--- config.mk ---
export PLATFORM = sky130hd
export DESIGN_NAME = executor_merge
export DESIGN_NICKNAME = d
export VERILOG_FILES = /design/src/rtl/tetris_pkg.sv /design/src/rtl/piece_row_shifter.sv /design/src/rtl/executor_merge.sv
export SDC_FILE = /design/constraint.sdc
export NUM_CORES = 1
export LEC_CHECK = 0
export ABC_AREA = 1
export CAP_MARGIN = 20
export CORE_MARGIN = 1
export CORE_UTILIZATION = 40
export DETAILED_ROUTE_END_ITERATION = 6
export GPL_ROUTABILITY_DRIVEN = 0
export PLACE_DENSITY = 0.75
export SYNTH_ARGS = -nofsm -noshare
export SYNTH_HDL_FRONTEND = slang
export SYNTH_SLANG_ARGS = --single-unit
--- constraint.sdc ---
create_clock -name clk_i -period 4.1 [get_ports clk_i]
set_input_delay 0.82 -clock clk_i [delete_from_list [all_inputs] [get_ports clk_i]]
set_output_delay 0.82 -clock clk_i [all_outputs]
set_load 0.1 [all_outputs]
--- src/rtl/tetris_pkg.sv ---
// Shared types and constants for the playfield merge datapath.
package tetris_pkg;

  localparam int piece_rows_lp = 4;
  localparam int piece_cols_lp = 4;

  typedef enum logic [1:0] {
    eIDLE  = 2'd0,
    eMerge = 2'd1,
    eDone  = 2'd2
  } merge_state_e;

  // Observation bundle for checkers and debug visibility.
  typedef struct packed {
    merge_state_e state;
    logic [1:0]   row;
    logic         collision;
    logic         clip;
  } merge_debug_s;

endpackage

--- src/rtl/piece_row_shifter.sv ---
// Places one 4-bit piece row at column x of a width_p-wide matrix row;
// clip_o flags any piece bit pushed beyond the last column.
module piece_row_shifter
  import tetris_pkg::*;
#(
  parameter int width_p = 16
) (
  input  logic [piece_cols_lp-1:0]   row_i,
  input  logic [$clog2(width_p)-1:0] x_i,
  output logic [width_p-1:0]         mask_o,
  output logic                       clip_o
);

  // Wide enough that no bit is lost for any representable x.
  localparam int ext_w_lp = (1 << $clog2(width_p)) + piece_cols_lp;

  logic [ext_w_lp-1:0] w_ext;

  assign w_ext  = ext_w_lp'(row_i) << x_i;
  assign mask_o = w_ext[width_p-1:0];
  assign clip_o = |w_ext[ext_w_lp-1:width_p];

endmodule

--- src/rtl/executor_merge.sv ---
// ORs a latched 4x4 piece into the matrix, one row per cycle, flagging clipping.
// Optional overlap detection is enabled with macro EXECUTOR_MERGE_COLLISION_EN.
module executor_merge
  import tetris_pkg::*;
#(
  parameter int width_p  = 16,
  parameter int height_p = 32,
  parameter int debug_p  = 0
) (
  input  logic                        clk_i,
  input  logic                        reset_i,
  // v_i/ready_o: a request transfers on a rising edge where both are high;
  // v_i in any other cycle is ignored and nothing is held for later.
  input  logic                        v_i,
  output logic                        ready_o,
  input  logic [15:0]                 piece_i,
  input  logic [$clog2(width_p)-1:0]  x_i,
  input  logic [$clog2(height_p)-1:0] y_i,
  output logic [$clog2(height_p)-1:0] mm_read_addr_o,
  input  logic [width_p-1:0]          mm_read_data_i,
  output logic [$clog2(height_p)-1:0] mm_write_addr_o,
  output logic [width_p-1:0]          mm_write_data_o,
  output logic                        mm_write_v_o,
  output logic                        done_o,
  output logic                        collision_o,
  output logic                        clip_o,
  output merge_debug_s                debug_o
);

  localparam int aw_lp = $clog2(height_p);
  localparam int xw_lp = $clog2(width_p);

  merge_state_e              r_state;
  logic [1:0]                r_row;
  logic [15:0]               r_piece;
  logic [xw_lp-1:0]          r_x;
  logic [aw_lp-1:0]          r_y;
  logic                      r_clip;

  logic                      w_merge;
  logic [aw_lp:0]            w_sum;
  logic                      w_in_range;
  logic [piece_cols_lp-1:0]  w_row;
  logic [width_p-1:0]        w_mask;
  logic                      w_shift_clip;
  logic                      w_clip_now;
  logic                      w_write;

  assign w_merge    = (r_state == eMerge);
  assign w_sum      = {1'b0, r_y} + (aw_lp + 1)'(r_row);
  assign w_in_range = (w_sum <= (aw_lp + 1)'(height_p - 1));
  assign w_row      = r_piece[piece_cols_lp*r_row +: piece_cols_lp];

  piece_row_shifter #(.width_p(width_p)) u_shifter (
    .row_i  (w_row),
    .x_i    (r_x),
    .mask_o (w_mask),
    .clip_o (w_shift_clip)
  );

  // A row landing below the matrix is dropped and counts as clipped.
  assign w_clip_now = w_shift_clip | (~w_in_range & (|w_row));
  // Reset gates the write so an aborted merge stops immediately.
  assign w_write    = w_merge & w_in_range & (|w_mask) & ~reset_i;

  assign ready_o         = (r_state == eIDLE);
  assign done_o          = (r_state == eDone);
  assign mm_read_addr_o  = w_merge ? w_sum[aw_lp-1:0] : '0;
  assign mm_write_addr_o = mm_read_addr_o;
  assign mm_write_data_o = mm_read_data_i | w_mask;
  assign mm_write_v_o    = w_write;
  assign clip_o          = r_clip;

  always_ff @(posedge clk_i) begin
    if (reset_i) begin
      r_state <= eIDLE;
      r_row   <= '0;
      r_piece <= '0;
      r_x     <= '0;
      r_y     <= '0;
      r_clip  <= 1'b0;
    end else begin
      case (r_state)
        eIDLE: begin
          if (v_i) begin
            r_piece <= piece_i;
            r_x     <= x_i;
            r_y     <= y_i;
            r_row   <= '0;
            r_clip  <= 1'b0;
            r_state <= eMerge;
          end
        end
        eMerge: begin
          if (w_clip_now) r_clip <= 1'b1;
          r_row <= r_row + 2'd1;
          if (r_row == 2'(piece_rows_lp - 1)) r_state <= eDone;
        end
        default: r_state <= eIDLE;
      endcase
    end
  end

`ifdef EXECUTOR_MERGE_COLLISION_EN
  logic r_collision;

  always_ff @(posedge clk_i) begin
    if (reset_i) begin
      r_collision <= 1'b0;
    end else if (ready_o && v_i) begin
      r_collision <= 1'b0;
    end else if (w_write && (|(mm_read_data_i & w_mask))) begin
      r_collision <= 1'b1;
    end
  end

  assign collision_o = r_collision;
`else
  assign collision_o = 1'b0;
`endif

  always_comb begin
    debug_o = '0;
    if (debug_p != 0) begin
      debug_o.state     = r_state;
      debug_o.row       = r_row;
      debug_o.collision = collision_o;
      debug_o.clip      = r_clip;
    end
  end

endmodule

# Yosys cells after proc, flatten, opt, wreduce, memory -nomap -nowiden
# Index checks and enable logic that the tools add are counted.
# classes
add_sub_neg,2
n_lt_le_gt_ge,1
eq_ne,6
n_shift,2
mux,9
n_bitwise,8
reduce_logical,9
# op_table
operator,count
$shl 4x4->20,1
$or 16x16->16,1
$reduce_or 16->1,1
$shiftx 16x5->4,1
$pmux 2 s2,2
$reduce_or 4->1,2
$add 5x2->6,1
$le 6x5->1 const B,1
$mux 2,3
$reduce_and 2->1,3
$mux 5,1
$and 1x1->1,4
$eq 2x2->1 const B,2
$ne 2x1->1 const B,2
$reduce_and 3->1,1
$add 2x1->2 const B,1
$eq 2x1->1 const B,1
$logic_not 2->1,1
$mux 1,2
$ne 2x2->1 const B,1
$not 1->1,2
$pmux 1 s2,1
$reduce_bool 2->1,1
$or 1x1->1,1
# word_totals
regBits,30
in_bits,44
output_inout_bits,37
word_cells,43

# Logic depth before layout (Yosys ltp)
# logic_depth
depth_word,7
mapped_depth,13
depth_no_buf,13

# Modules after synthesis
# From an unflattened synthesis, not the netlist that was laid out.
# hier_totals
cells_unflattened,299
area_unflattened_um2,1951.9
# by_module_without_submodules
module,n_inst,cells_per_inst,area_per_inst_um2,seq_area_each_um2
executor_merge,1,236,1625.3,600.6
piece_row_shifter,1,63,326.6,0.0

# Worst setup path before layout
# No wires, ideal clock.
# synth_timing
path_type,register to output
from,reg r_row[1]
to,out mm_write_addr_o[4]
arrival_ns,3.848
required_ns,3.280
slack_ns,-0.568
stages_incl_launch_ff,9
path_buffers,1
path_cell_list,dfxtp_1 -> inv_2 -> fa_1 -> inv_1 -> nand2_1 -> inv_1 -> a21oi_1 -> nor3_1 -> buf_4
# synth_between
elab_chain_cells,2
# synth_rtl
item,line,text
from (decl),executor_merge.sv:34,logic [1:0] r_row;
from (signal assigned),executor_merge.sv:96,r_row <= r_row + 2'd1;
$add 5x2->6,executor_merge.sv:50,"assign w_sum = {1'b0, r_y} + (aw_lp + 1)'(r_row);"
$mux 5,executor_merge.sv:68,assign mm_read_addr_o = w_merge ? w_sum[aw_lp-1:0] : '0;
to (decl),executor_merge.sv:21,"output logic [$clog2(height_p)-1:0] mm_write_addr_o,"
# No other way between the ends.

# Worst setup path in the final report
# layout_timing
from,reg r_row[0]
to,out mm_write_v_o
# layout_between
elab_chain_cells,5
word_cells_on_any_way,8
classes_between,add/sub (1); order compare (1); shift (2); bitwise (3); reduce/logical (1)
# layout_rtl
item,line,text
$add 5x2->6 or $shiftx 16x5->4 (tied branches),"executor_merge.sv:50, executor_merge.sv:52",
$le 6x5->1 or $shl 4x4->20 (tied branches),"executor_merge.sv:51, piece_row_shifter.sv:19",
$and 1x1->1 or $reduce_or 16->1 (tied branches),executor_merge.sv:64,assign w_write = w_merge & w_in_range & (|w_mask) & ~reset_i;
$and 1x1->1 (*) (2 in a row),executor_merge.sv:64,
to (decl),executor_merge.sv:23,"output logic mm_write_v_o,"
# Mark *: on every way between the ends. The rest lies on a longest branch, timed or not.

==> results.sh <==
export IMPL_min_period_ns=3.08
export IMPL_die_h_um=72.6
export IMPL_crit_start="r_row[0]"
export IMPL_synth_edf_count=0
export IMPL_numPortBuffers=73
export IMPL_antenna_left=0
export IMPL_met1_usage_pct=23.0
export IMPL_timing_fmax_mhz=325
export IMPL_cp_arrival_ns=2.26
export IMPL_ys_ff_latch=30
export IMPL_crit_fanout=13
export IMPL_path_buf_inv=2
export IMPL_status="finished, final reports clean"
export IMPL_synth_seq_area_share_pct=30.1
export IMPL_worstSetupPathType="flip-flop to primary output"
export IMPL_crit_chain="inv_2 -> nand2_1 -> nand3_1 -> nand3_1 -> nand2_1 -> nand2_1 -> nand2_1 -> nand2_2 -> nand3_1 -> nor2_1 -> nand2_1 -> nor2_1 -> nor2_1 -> buf_4"
export IMPL_insertedDiodeCount=0
export IMPL_worstReg2RegStart="r_row[0]"
export IMPL_fin_crit_sh_pct=75.1
export IMPL_wl_per_cell_um=10.3
export IMPL_grt_usage_pct=18.5
export IMPL_die_w_um=72.6
export IMPL_antenna_found_initial=0
export IMPL_syn_area_mm2=0.00199
export IMPL_clk_latency_ns=0.29
export IMPL_worst_slew_pin_transition_ns=0.959
export IMPL_cts_tree="yes"
export IMPL_worst_setup_path_end_kind="primary output"
export IMPL_cp_depth=14
export IMPL_p_leak_nw=1.27
export IMPL_grt_first_pass_wirelength_um=7700
export IMPL_grt_ovfl_total=0
export IMPL_relSlewSlack_pct=35.9
export IMPL_fin_setup_tns_ns=0
export IMPL_crit_required_ns=3.28
export IMPL_critical_path_top_delay_family="simple AND/OR/NAND/NOR gates"
export IMPL_synth_avg_cell_area_um2=6.54
export IMPL_cpMaxStageDelayCell="dfxtp_1"
export IMPL_grt_use_met3_pct=3.73
export IMPL_cp_start_kind="flip-flop"
export IMPL_hold_end="r_piece[15]"
export IMPL_p_per_area_mw_per_mm2=376
export IMPL_setup_viol=0
export IMPL_synth_top_cell_area_share_pct=30.1
export IMPL_r2r_setup_slack_ns=2.25
export IMPL_cts_resized=0
export IMPL_fp_row_count=25
export IMPL_slew_violations=0
export IMPL_hold_violations=0
export IMPL_hold_buffers=0
export IMPL_ios=81
export IMPL_drive_above_1_share_pct=16.1
export IMPL_drt_initial_drc_count=66
export IMPL_cts_buffers=5
export IMPL_core_area_mm2=0.00475
export IMPL_yosysUniqueCellTypes=33
export IMPL_start_util_pct=41.9
export IMPL_dr_pass1_iters=4
export IMPL_cap_violations=0
export IMPL_yosys_warnings=0
export IMPL_finClkSkew_ns=0.00613
export IMPL_area_growth_pct=34.6
export IMPL_synth_top_area_cell="dfxtp_1"
export IMPL_drt_total_wl_um=4470
export IMPL_vdd_drop_max_mv=0.205
export IMPL_die_area_mm2=0.00527
export IMPL_slowest_delay_ns=0.56
export IMPL_hp_start="r_piece[15]"
export IMPL_clk_pin_slew_ns=0.06
export IMPL_crit_top_cell="nand2_1"
export IMPL_worst_r2r_endpoint="clip_o"
export IMPL_gr_usage_met2_pct=31.4
export IMPL_grt_busiest_layer="met2"
export IMPL_postSynthCellCount=305
export IMPL_clock_path_buffers=2
export IMPL_grt_max_degree=34
export IMPL_htree_levels=2
export IMPL_synth_top_cells_by_area="dfxtp_1 30%, nand2_1 12%, nor2_1 10%"
export IMPL_grt_pass1_vias=1853
export IMPL_async_reset_ff_share_pct=0
export IMPL_vias=2018
export IMPL_min_path_cells=2
export IMPL_hold_ws_ns=0.485
export IMPL_reg2reg_depth=11
export IMPL_synthTopCellsByCount="62 x nand2_1, 55 x nor2_1, 30 x dfxtp_1, 28 x inv_1, 27 x o21ai_0"
export IMPL_synthFlopType="dfxtp_1"
export IMPL_drc=0
export IMPL_hp_class="flip-flop to flip-flop"
export IMPL_cts_sinks=30
export IMPL_hpwl_um=3500
export IMPL_routed_via_density=4.65
export IMPL_rsz0062_at_grt="no"
export IMPL_post_cts_buffers=0
export IMPL_cts_root_buf="clkbuf_8"
export IMPL_yosysMostFrequentCell="nand2_1"
export IMPL_nets=414
==> layout make-up <==
cell class,instances,area [µm²]
multi-input combinational,224,1120
clock buffer,6,82.6
clock inverter,2,12.5
timing repair buffer,74,671
tap,67,83.8
sequential,30,601
inverter,31,116
fill,485,2070
==> cell families after synthesis <==
kind of cell / share of synthesized area (%)
DFF: 30.1
buffers and inverters: 15.5
adders and majority gates: 2.89
AOI/OAI and AO/OA: 14.2
and+or+nand+nor: 37.1
other: 0.188
==> power by group <==
part           internal (mW)  switching, mW
Sequential             0.316         0.0235
Combinational          0.118          0.305
Clock                  0.135          0.113
==> sequential cells by signal (all words and copies together) (netlist names) <==
register and cells:
r_y 5, r_state 2, r_row 2, r_piece 16
clip_o 1, r_x 4
==> worst max path at each step <==
stage	end	slack, ns
6_report	mm_write_v_o	1.02
5_1_grt	mm_write_v_o	0.69
4_1_cts	mm_write_v_o	1.02
3_5_place_dp	mm_write_v_o	1.26
3_3_place_gp	mm_write_v_o	1.29
2_1_floorplan	mm_write_addr_o[4]	0.40
==> metrics by stage <==
step	setup slack, ns	power [mW]	std cells	utilization [%]	instance area [µm²]
final	1.02	1.01	434	56.4	2680
after global routing	0.688	1.06	434	56.4	2680
after CTS	1.02	1.02	434	56.4	2680
after detailed placement	1.26	0.769	426	54.4	2590
after global placement	1.29	0.767	426	54.4	2590
after floorplan	0.399	0.685	311	-	2030
==> per-layer routing <==
layer	share of wire (%)	wire length, µm	up-vias
met2	48	2150	44
li1	-	-	1079
met1	46	2070	887
met5	0	0	-
met4	1.7	76	0
met3	3.8	169	8
==> cells in the final DEF (no fill, tap or decap), types with 4 or more instances in the layout <==
cell type,count
nand3_2,8
nand4_1,6
clkbuf_8,6
a21o_1,5
clkdlybuf4s50_1,46
conb_1,7
nand2_2,4
nand2_1,62
nor2_1,55
o21ai_0,27
buf_4,28
inv_1,28
dfxtp_1,30
a21oi_1,10
nand3_1,19
==> worst register-to-register path: stages, from the launching register on <==
cell and delay (ns):
dfxtp_1 0.56, ha_1 0.24, a21o_1 0.14, nand2_1 0.05
nor2_1 0.15, nand2_1 0.13, a41oi_1 0.20, nor2_1 0.06
nand2_1 0.08, nand2_1 0.05, nand2_1 0.05, nand2_1 0.04
No activity file was read; power rests on OpenSTA's default activity.
